`src/rtl/proj_sequencer.sv`:
```
// Issue-side sequencer for the 8-wide projection engine: walks column blocks and pixels,
// requests each block from the column buffer and paces one enable per engine pass.
module proj_sequencer #(
   parameter int NUM_PIXELS  = 161,
   parameter int NUM_WEIGHTS = 400,
   parameter int COLS_SIZE   = 8,
   parameter int PASS_CYCLES = 21
) (
   input  logic        clk,
   input  logic        rst_n,
   input  logic        start,
   input  logic        abort,
   input  logic        blk_ack,
   output logic        blk_req,
   output logic [8:0]  blk_idx,
   output logic        clear,
   output logic        enable,
   output logic [15:0] pixel_iter,
   output logic [8:0]  weight_iter,
   output logic        busy,
   output logic        done
);

   localparam int WCNT_W = (PASS_CYCLES > 1) ? $clog2(PASS_CYCLES) : 1;

   typedef enum logic [2:0] {
      S_IDLE,
      S_CLEAR,
      S_BLK_REQ,
      S_ISSUE,
      S_WAIT,
      S_DONE
   } state_t;

   state_t              state_q, state_d;
   logic [15:0]         p_q, p_d;
   logic [8:0]          wb_q, wb_d;
   logic [WCNT_W-1:0]   wcnt_q, wcnt_d;
   logic                abort_q, abort_d;
   logic                abort_now;

   logic                blk_req_q, blk_req_d;
   logic [8:0]          blk_idx_q, blk_idx_d;
   logic                clear_q, clear_d;
   logic                enable_q, enable_d;
   logic [15:0]         pixel_iter_q, pixel_iter_d;
   logic [8:0]          weight_iter_q, weight_iter_d;
   logic                busy_q, busy_d;
   logic                done_q, done_d;

   // NOTE: every variable gets a default at the top of the block so no path leaves it
   // unassigned; otherwise synthesis infers a latch to hold the old value.
   always_comb begin
      state_d   = state_q;
      p_d       = p_q;
      wb_d      = wb_q;
      wcnt_d    = wcnt_q;
      abort_now = abort_q | abort;

      case (state_q)
         S_IDLE: begin
            if (start) begin
               state_d = S_CLEAR;
               p_d     = '0;
               wb_d    = '0;
            end
         end
         S_CLEAR: begin
            state_d = abort_now ? S_IDLE : S_BLK_REQ;
         end
         S_BLK_REQ: begin
            if (abort_now)    state_d = S_IDLE;
            else if (blk_ack) state_d = S_ISSUE;
         end
         S_ISSUE: begin
            state_d = S_WAIT;
            wcnt_d  = WCNT_W'(PASS_CYCLES - 1);
         end
         S_WAIT: begin
            // An abort seen during a pass only takes effect once that pass has drained.
            if (wcnt_q != '0) begin
               wcnt_d = wcnt_q - WCNT_W'(1);
            end else if (abort_now) begin
               state_d = S_IDLE;
            end else if (32'(p_q) < NUM_PIXELS - 1) begin
               p_d     = p_q + 16'd1;
               state_d = S_ISSUE;
            end else if (32'(wb_q) + COLS_SIZE < NUM_WEIGHTS) begin
               wb_d    = wb_q + 9'(COLS_SIZE);
               p_d     = '0;
               state_d = S_BLK_REQ;
            end else begin
               state_d = S_DONE;
            end
         end
         S_DONE: begin
            state_d = S_IDLE;
         end
         default: begin
            state_d = S_IDLE;
         end
      endcase

      // The latch only holds while the sequencer stays busy; IDLE always clears it.
      abort_d = (state_q != S_IDLE) && (state_d != S_IDLE) && abort_now;

      // Outputs are decoded from the next state so they appear registered with the state.
      blk_req_d     = (state_d == S_BLK_REQ);
      blk_idx_d     = (state_d == S_BLK_REQ) ? wb_d : 9'd0;
      clear_d       = (state_d == S_CLEAR);
      enable_d      = (state_d == S_ISSUE);
      busy_d        = (state_d != S_IDLE);
      done_d        = (state_d == S_DONE);
      pixel_iter_d  = pixel_iter_q;
      weight_iter_d = weight_iter_q;
      if (state_d == S_ISSUE) begin
         pixel_iter_d  = p_d;
         weight_iter_d = wb_d;
      end else if (state_d == S_IDLE) begin
         pixel_iter_d  = '0;
         weight_iter_d = '0;
      end
   end

   // NOTE: sequential state uses non-blocking assignments so every register samples
   // pre-edge values regardless of statement order.
   always_ff @(posedge clk or negedge rst_n) begin
      if (!rst_n) begin
         state_q       <= S_IDLE;
         p_q           <= '0;
         wb_q          <= '0;
         wcnt_q        <= '0;
         abort_q       <= 1'b0;
         blk_req_q     <= 1'b0;
         blk_idx_q     <= '0;
         clear_q       <= 1'b0;
         enable_q      <= 1'b0;
         pixel_iter_q  <= '0;
         weight_iter_q <= '0;
         busy_q        <= 1'b0;
         done_q        <= 1'b0;
      end else begin
         state_q       <= state_d;
         p_q           <= p_d;
         wb_q          <= wb_d;
         wcnt_q        <= wcnt_d;
         abort_q       <= abort_d;
         blk_req_q     <= blk_req_d;
         blk_idx_q     <= blk_idx_d;
         clear_q       <= clear_d;
         enable_q      <= enable_d;
         pixel_iter_q  <= pixel_iter_d;
         weight_iter_q <= weight_iter_d;
         busy_q        <= busy_d;
         done_q        <= done_d;
      end
   end

   assign blk_req     = blk_req_q;
   assign blk_idx     = blk_idx_q;
   assign clear       = clear_q;
   assign enable      = enable_q;
   assign pixel_iter  = pixel_iter_q;
   assign weight_iter = weight_iter_q;
   assign busy        = busy_q;
   assign done        = done_q;

endmodule

```
`config.mk`:
```
export PLATFORM = sky130hd
export DESIGN_NAME = proj_sequencer
export DESIGN_NICKNAME = d
export VERILOG_FILES = /design/src/rtl/proj_sequencer.sv
export SDC_FILE = /design/constraint.sdc
export NUM_CORES = 1
export LEC_CHECK = 0
export BUFFER_PORTS_ARGS = -buffer_cell sky130_fd_sc_hd__buf_2
export CAP_MARGIN = 25
export CORE_MARGIN = 8
export CORE_UTILIZATION = 34
export DETAILED_ROUTE_END_ITERATION = 12
export HOLD_SLACK_MARGIN = 0.12
export MAX_ROUTING_LAYER = met4
export PLACE_DENSITY = 0.51
export SYNTH_ARGS = -nofsm -noshare
export SYNTH_HDL_FRONTEND = slang
export SYNTH_SLANG_ARGS = --single-unit
```
`constraint.sdc`:
```
create_clock -name clk -period 3.6 [get_ports clk]
set_clock_uncertainty 0.05 [all_clocks]
set_input_delay 0.54 -clock clk [delete_from_list [all_inputs] [get_ports clk]]
set_output_delay 0.54 -clock clk [all_outputs]
set_load 0.05 [all_outputs]
```
## Yosys cells after proc, flatten, opt, wreduce, memory -nomap -nowiden

Index checks and enable logic that the tools add are counted.

- Register bits after elaboration: 73
- Latch bits: 0
- RAM bits: 0
- Memory bits (read-only): 0
- Bits of input ports: 5
- Output and inout bits: 39
- Word-level logic and storage cells: 67
- Memories: 0

- Add/sub/neg operators: 4
- Multiply operators: 0
- Divide/modulo/power cells: 0
- Magnitude comparators: 2
- Equal/unequal tests: 9
- Shift operators: 0
- Multiplexer cells: 28
- Bitwise operators: 1
- Reductions and logical operators: 10

Operators by type and width:

| operator | count |
|---|---|
| 16-bit two-way mux | 7 |
| 9-bit two-way mux | 8 |
| 16-bit case mux with 2 select lines | 1 |
| 3-bit two-way mux | 7 |
| 9-bit case mux with 2 select lines | 1 |
| 16-bit by 1-bit adder with 16-bit output, second input constant | 1 |
| 16-bit by 8-bit < comparator with 1-bit output, second input constant | 1 |
| 3-bit case mux with 5 select lines | 1 |
| 3-bit by 2-bit == test with 1-bit output, second input constant | 4 |
| 9-bit by 4-bit adder with 10-bit output, second input constant | 1 |
| 10-bit by 9-bit < comparator with 1-bit output, second input constant | 1 |
| 5-bit case mux with 2 select lines | 1 |
| 9-bit by 4-bit adder with 9-bit output, second input constant | 1 |
| 3-bit by 1-bit == test with 1-bit output, second input constant | 2 |
| 3-bit == test, second input constant | 2 |
| 3-bit zero test | 2 |
| 3-bit nonzero test | 2 |
| 5-bit two-way mux | 1 |
| 5-bit nonzero test | 1 |
| 5-bit by 1-bit subtractor with 5-bit output, second input constant | 1 |
| 2-bit nonzero test | 2 |
| 1-bit logical AND | 2 |
| 2-bit two-way mux | 1 |
| 2-bit inequality test, second input constant | 1 |
| other kinds (2) | 2 |

## Logic depth before layout (Yosys ltp)

- Depth after elaboration: 10
- Gate-level depth with buffers: 12
- Gate-level depth less buffers: 11

## Least setup slack after synthesis

No wires, ideal clock.

- Path type: reg2reg
- From: register wb_q[3]
- To: register pixel_iter_q[10] (netlist: pixel_iter[10])
- Setup time: 0.121 ns
- Arrival time: 2.330 ns
- Data required time: 3.429 ns
- Slack: 1.099 ns
- Cell stages (with the launch flop): 12
- Path buffers: 1
- Clock period less this slack: 2.501 ns
- Cell sequence: dfrtp_1 > ha_1 > and4bb_1 > a21oi_1 > o21ai_2 > a211oi_2 > o32a_2 > inv_2 > nand2_2 > nand3_4 > buf_4 > a22o_1

- Longest elaborated chain between the ends: 9
- Elaborated cells on any way between the ends: 16
- Those cells by class: add/sub: 1; order compare: 1; eq/ne: 1; mux: 11; reduce/logical: 2

Ends and longest elaborated chain:

| element | line | source |
|---|---|---|
| from (decl) | 37 | `logic [8:0] wb_q, wb_d;` |
| from (signal assigned) | 145 | `wb_q <= wb_d;` |
| 9-bit by 4-bit adder with 10-bit output (*) | 88 | `end else if (32'(wb_q) + COLS_SIZE < NUM_WEIGHTS) begin` |
| 10-bit by 9-bit < comparator with 1-bit output (*) | 88 |  |
| 3-bit two-way mux (*) | 88 |  |
| 3-bit two-way mux (*) | 85 | `end else if (32'(p_q) < NUM_PIXELS - 1) begin` |
| 3-bit two-way mux (*) | 83 | `end else if (abort_now) begin` |
| 3-bit two-way mux (*) | 81 | `if (wcnt_q != '0) begin` |
| 3-bit case mux with 5 select lines (*) | 60 | `case (state_q)` |
| net state_d[1] | 35 | `state_t state_q, state_d;` |
| 3-bit by 2-bit == test with 1-bit output / 3-bit zero test (equally long branches) | 116, 119 |  |
| 16-bit two-way mux / 2-bit nonzero test (equally long branches) | n/a |  |
| to (signal assigned) | 152 | `pixel_iter_q <= pixel_iter_d;` |
| to (decl) | 46 | `logic [15:0] pixel_iter_q, pixel_iter_d;` |

Mark *: on every way through the listed nets, which the timed path passes. The rest lies on a longest branch.
A chain may end at the register's enable or synchronous reset.

## Worst setup path after layout

- From: register wb_q[3]
- To: register pixel_iter_q[3] (netlist: pixel_iter[3])

The elaborated chain is that of the path after synthesis.

==> reports/summary.md <==
• 0.399 — tightest slew margin relative to the limit
• 112 um — Chip Width
• dfrtp_1, a22o_1, and3_2 — cells taking the most area after synthesis
• 13.9% — synth-to-layout area growth
• clkbuf_8 — clock root buffer
• finished clean — outcome
• 0.453 — part of the total power dissipated in sequential elements
• ha_1 > and4bb_1 > a21oi_1 > o21ai_2 > a211oi_2 > o32a_2 > inv_2 > nand2_2 > nand3_4 > a22o_1 — CP Cell Sequence
• 0 — initial antenna violation count
• 2910 ps — time the final worst path needs with I/O delays and setup
• 0.581 — proportion of synthesized chip area in sequential cells
• pixel_iter[3] — capture instance of the worst register-to-register path
• 902 ps — Worst Tran Pin Value
• 74 — maximum number of pins on one net before global-route repair
• dfrtp_1, a22o_1, nand2_1 — synth cell count leaders
• 0 — post-route ant nets
• dfrtp_1 — library cell occupying the most area in the post-synthesis netlist
• 43 — PortBufs
• 1830 sq um — Sequential cell area
• 0.581 — area fraction of the dominant cell type after synthesis
• 0 — final-report hold violation count
• 3140 sq um — netlist area before placement
• 409 — Placed Instances
• 70 ps — CTS clk-pin slew, worst paths
• 3580 sq um — design area
• 0 — Slew Limit Fails
• 422 — Final Instance Count excl. Fillers
• 128 — detailed router's first-iteration violation count
• flop to flop — worst setup path class
• pixel_iter[3] — Critical Path Sink
• 73 — Sinks on Clock Net
• 0.345 — Initial Utilization
• flop — Worst Setup Start Kind
• 0 — Remaining DRCs
• 0.257 — clock share of power
• 1190 sq um — multi-input combinational cell area
• 264 — synthesized instance count
• 272 — net count after synthesis
• 3770 ps — Data required, critical path
• 0 — antenna diode count
• 0.304 mV — maximum resistive drop on vdd
• 0 ps — Setup Total Neg Slack
• wb_q[3] — CP startpoint
• 2 — maximum clock insertion buffer count
• 1.86 nW — static power due to leakage
• 5.19 — Avg Vias per Cell
• 0 — setup bufs post-CTS
• 9110 sq um — Core Footprint
• 112 um — die height
• 4 — length of the first detailed-routing pass in iterations
• 0.124 — total global routing track utilization
• 0 — maxcap violations
• 0 — post-cts repair resize count
• input port to asynchronous set/reset pin — classification of the worst-slack hold path
• 3 — number of H-tree branching levels
• 10 — reg2reg path depth
• 60 — number of distinct library cell variants in the gate-level netlist after synthesis
• wb_q[3] — R2R Path Start
• 12,000 um — global-route wire length before repair
• 0.779 mW — Switching Power
• 1.00 — Async SR Flop Fraction
• 2,292 — via count of the first global-routing pass
• 317 — Total Nets Final
• 25 — peak fanout along the critical path
• 0 — Yosys warning total
• 0 — overflow left after global routing
• flop — CP Capture Type
• 908 — number of fill cells
• 7070 um — wire length after detailed routing
• 73 — #FFs+latches synth
• dfrtp_1 — Synth Flop Type
• 3430 sq um — placed cell areas
• 9 — Num CTS Buffers
• 3080 ps — arrival time of data at the critical path endpoint
• 0.808 — post-route fraction of the period consumed by the critical path
• 0 — number of enable flip-flop cells after synthesis
• false — unrepaired setup endpoints after global routing
• 430 ps — worst stage delay on the critical path
• 690 ps — setup slack of the most critical reg-to-reg path
• 0 — number of hold buffers added after cts
• 0 — number of setup violations in the final report
• 0.290 — Combinational Power Share
• dfrtp_1 — slowest CP cell
• 0.283 — ratio of cells with drive above 1 in the final layout
• 44 — ports placed on the boundary
• 340 ps — clock latency of the later-clocked register in the worst-skew pair
• 0.344 GHz — achievable frequency
• 35 — number of rows created at floorplan
• 16.8 um — mean routed wirelength per cell
• 11.9 sq um — mean instance size in the synthesized netlist
• 4740 um — HPWL after detailed placement
• yes — clock tree from TritonCTS
• 0.377 — Switching Fraction
• 1.29 mW — cell internal power dissipation
• dfrtp_1 — most common cell in the synthesized netlist
• 2,192 — vias post-DR
• 578 nW/um^2 — P per Cell Area
• 12,600 sq um — Die ar.
• 0.841 — RD Place Congestion
## power by group through the flow
stage                     combinational, mW  clock (mW)  sequential (mW)
after detailed placement              0.617           0            0.954
after global routing                  0.669       0.591            0.948
final                                 0.600       0.531            0.938
after global placement                0.609           0            0.952
after CTS                             0.621       0.558            0.938
after floorplan                       0.423           0             1.01
## through the flow
stage | utilization | hold WS [ps] | setup slack [ps] | power, mW
6_report | 0.393 | 272 | 691 | 2.07
3_3_place_gp | 0.377 | 433 | 742 | 1.56
3_5_place_dp | 0.377 | 427 | 683 | 1.57
4_1_cts | 0.393 | 313 | 651 | 2.12
2_1_floorplan | - | 194 | 1100 | 1.43
5_1_grt | 0.393 | 351 | 418 | 2.21
## layout by cell type (no fill, tap or decap), types with 3 or more instances in the layout
master / instances
a22o_1: 25
and3_2: 9
and2_1: 10
dfrtp_1: 73
clkbuf_8: 10
nor2_1: 14
a21oi_1: 6
nand3_1: 11
a31oi_1: 4
inv_1: 10
nor3_1: 5
and3_1: 3
o211ai_1: 3
inv_2: 3
nand2_1: 16
ha_1: 3
o21ai_0: 12
buf_2: 42
nor4_1: 3
## kinds of logic (layout without fill, tap and decap cells)
| group | count (synthesis) | in the layout | share of synthesized area |
|---|---|---|---|
| AOI/OAI and AO/OA | 68 | 68 | 0.174 |
| buffers and inverters | 23 | 70 | 0.0398 |
| DFF | 73 | 73 | 0.581 |
| and+or+nand+nor | 92 | 92 | 0.178 |
| muxes | 2 | 2 | 0.00637 |
| adders and majority gates | 3 | 3 | 0.0119 |
| xor gates and xnor gates | 3 | 3 | 0.00836 |
## routing by layer
metal,routed length [um],share of wire,global-route usage
met5,0,0,-
met4,118,0.017,0.0594
met3,157,0.022,0.0290
met2,3320,0.47,0.184
met1,3480,0.49,0.158
## layout make-up
cell class	count	share of cell area
clock buffers	12	0.0405
clock inverters	1	0.00140
inverters	13	0.0136
multi-input cells	168	0.333
flip-flops and latches	73	0.510
well taps	111	0.0388
repair buffers	44	0.0629
## sequential cells by signal, indices dropped and copies added (netlist names)
| name | count |
|---|---|
| done | 1 |
| blk_req | 1 |
| weight_iter | 9 |
| abort_q | 1 |
| clear | 1 |
| p_q | 16 |
| state_q | 3 |
| pixel_iter | 16 |
| wb_q | 9 |
| wcnt_q | 5 |
| busy | 1 |
| enable | 1 |
| blk_idx | 9 |
## worst max-delay path: cells and delay by family, from the launching register on
family,cells,cell delay [ps]
fa+ha+maj,1,420
compound gates,5,1170
buf+inv,1,70
simple gates,3,650
flops,1,430
## worst min path at each step
stage	end	from	cells after the start
floorplan	abort_q	rst_n	0
global placement	wb_q[0]	wb_q[0]	1
detailed placement	weight_iter[4]	weight_iter[4]	1
CTS	wcnt_q[0]	rst_n	1
global route	wcnt_q[0]	rst_n	1
finish	enable	rst_n	1
Note: power is estimated with default switching activity, not from simulation.
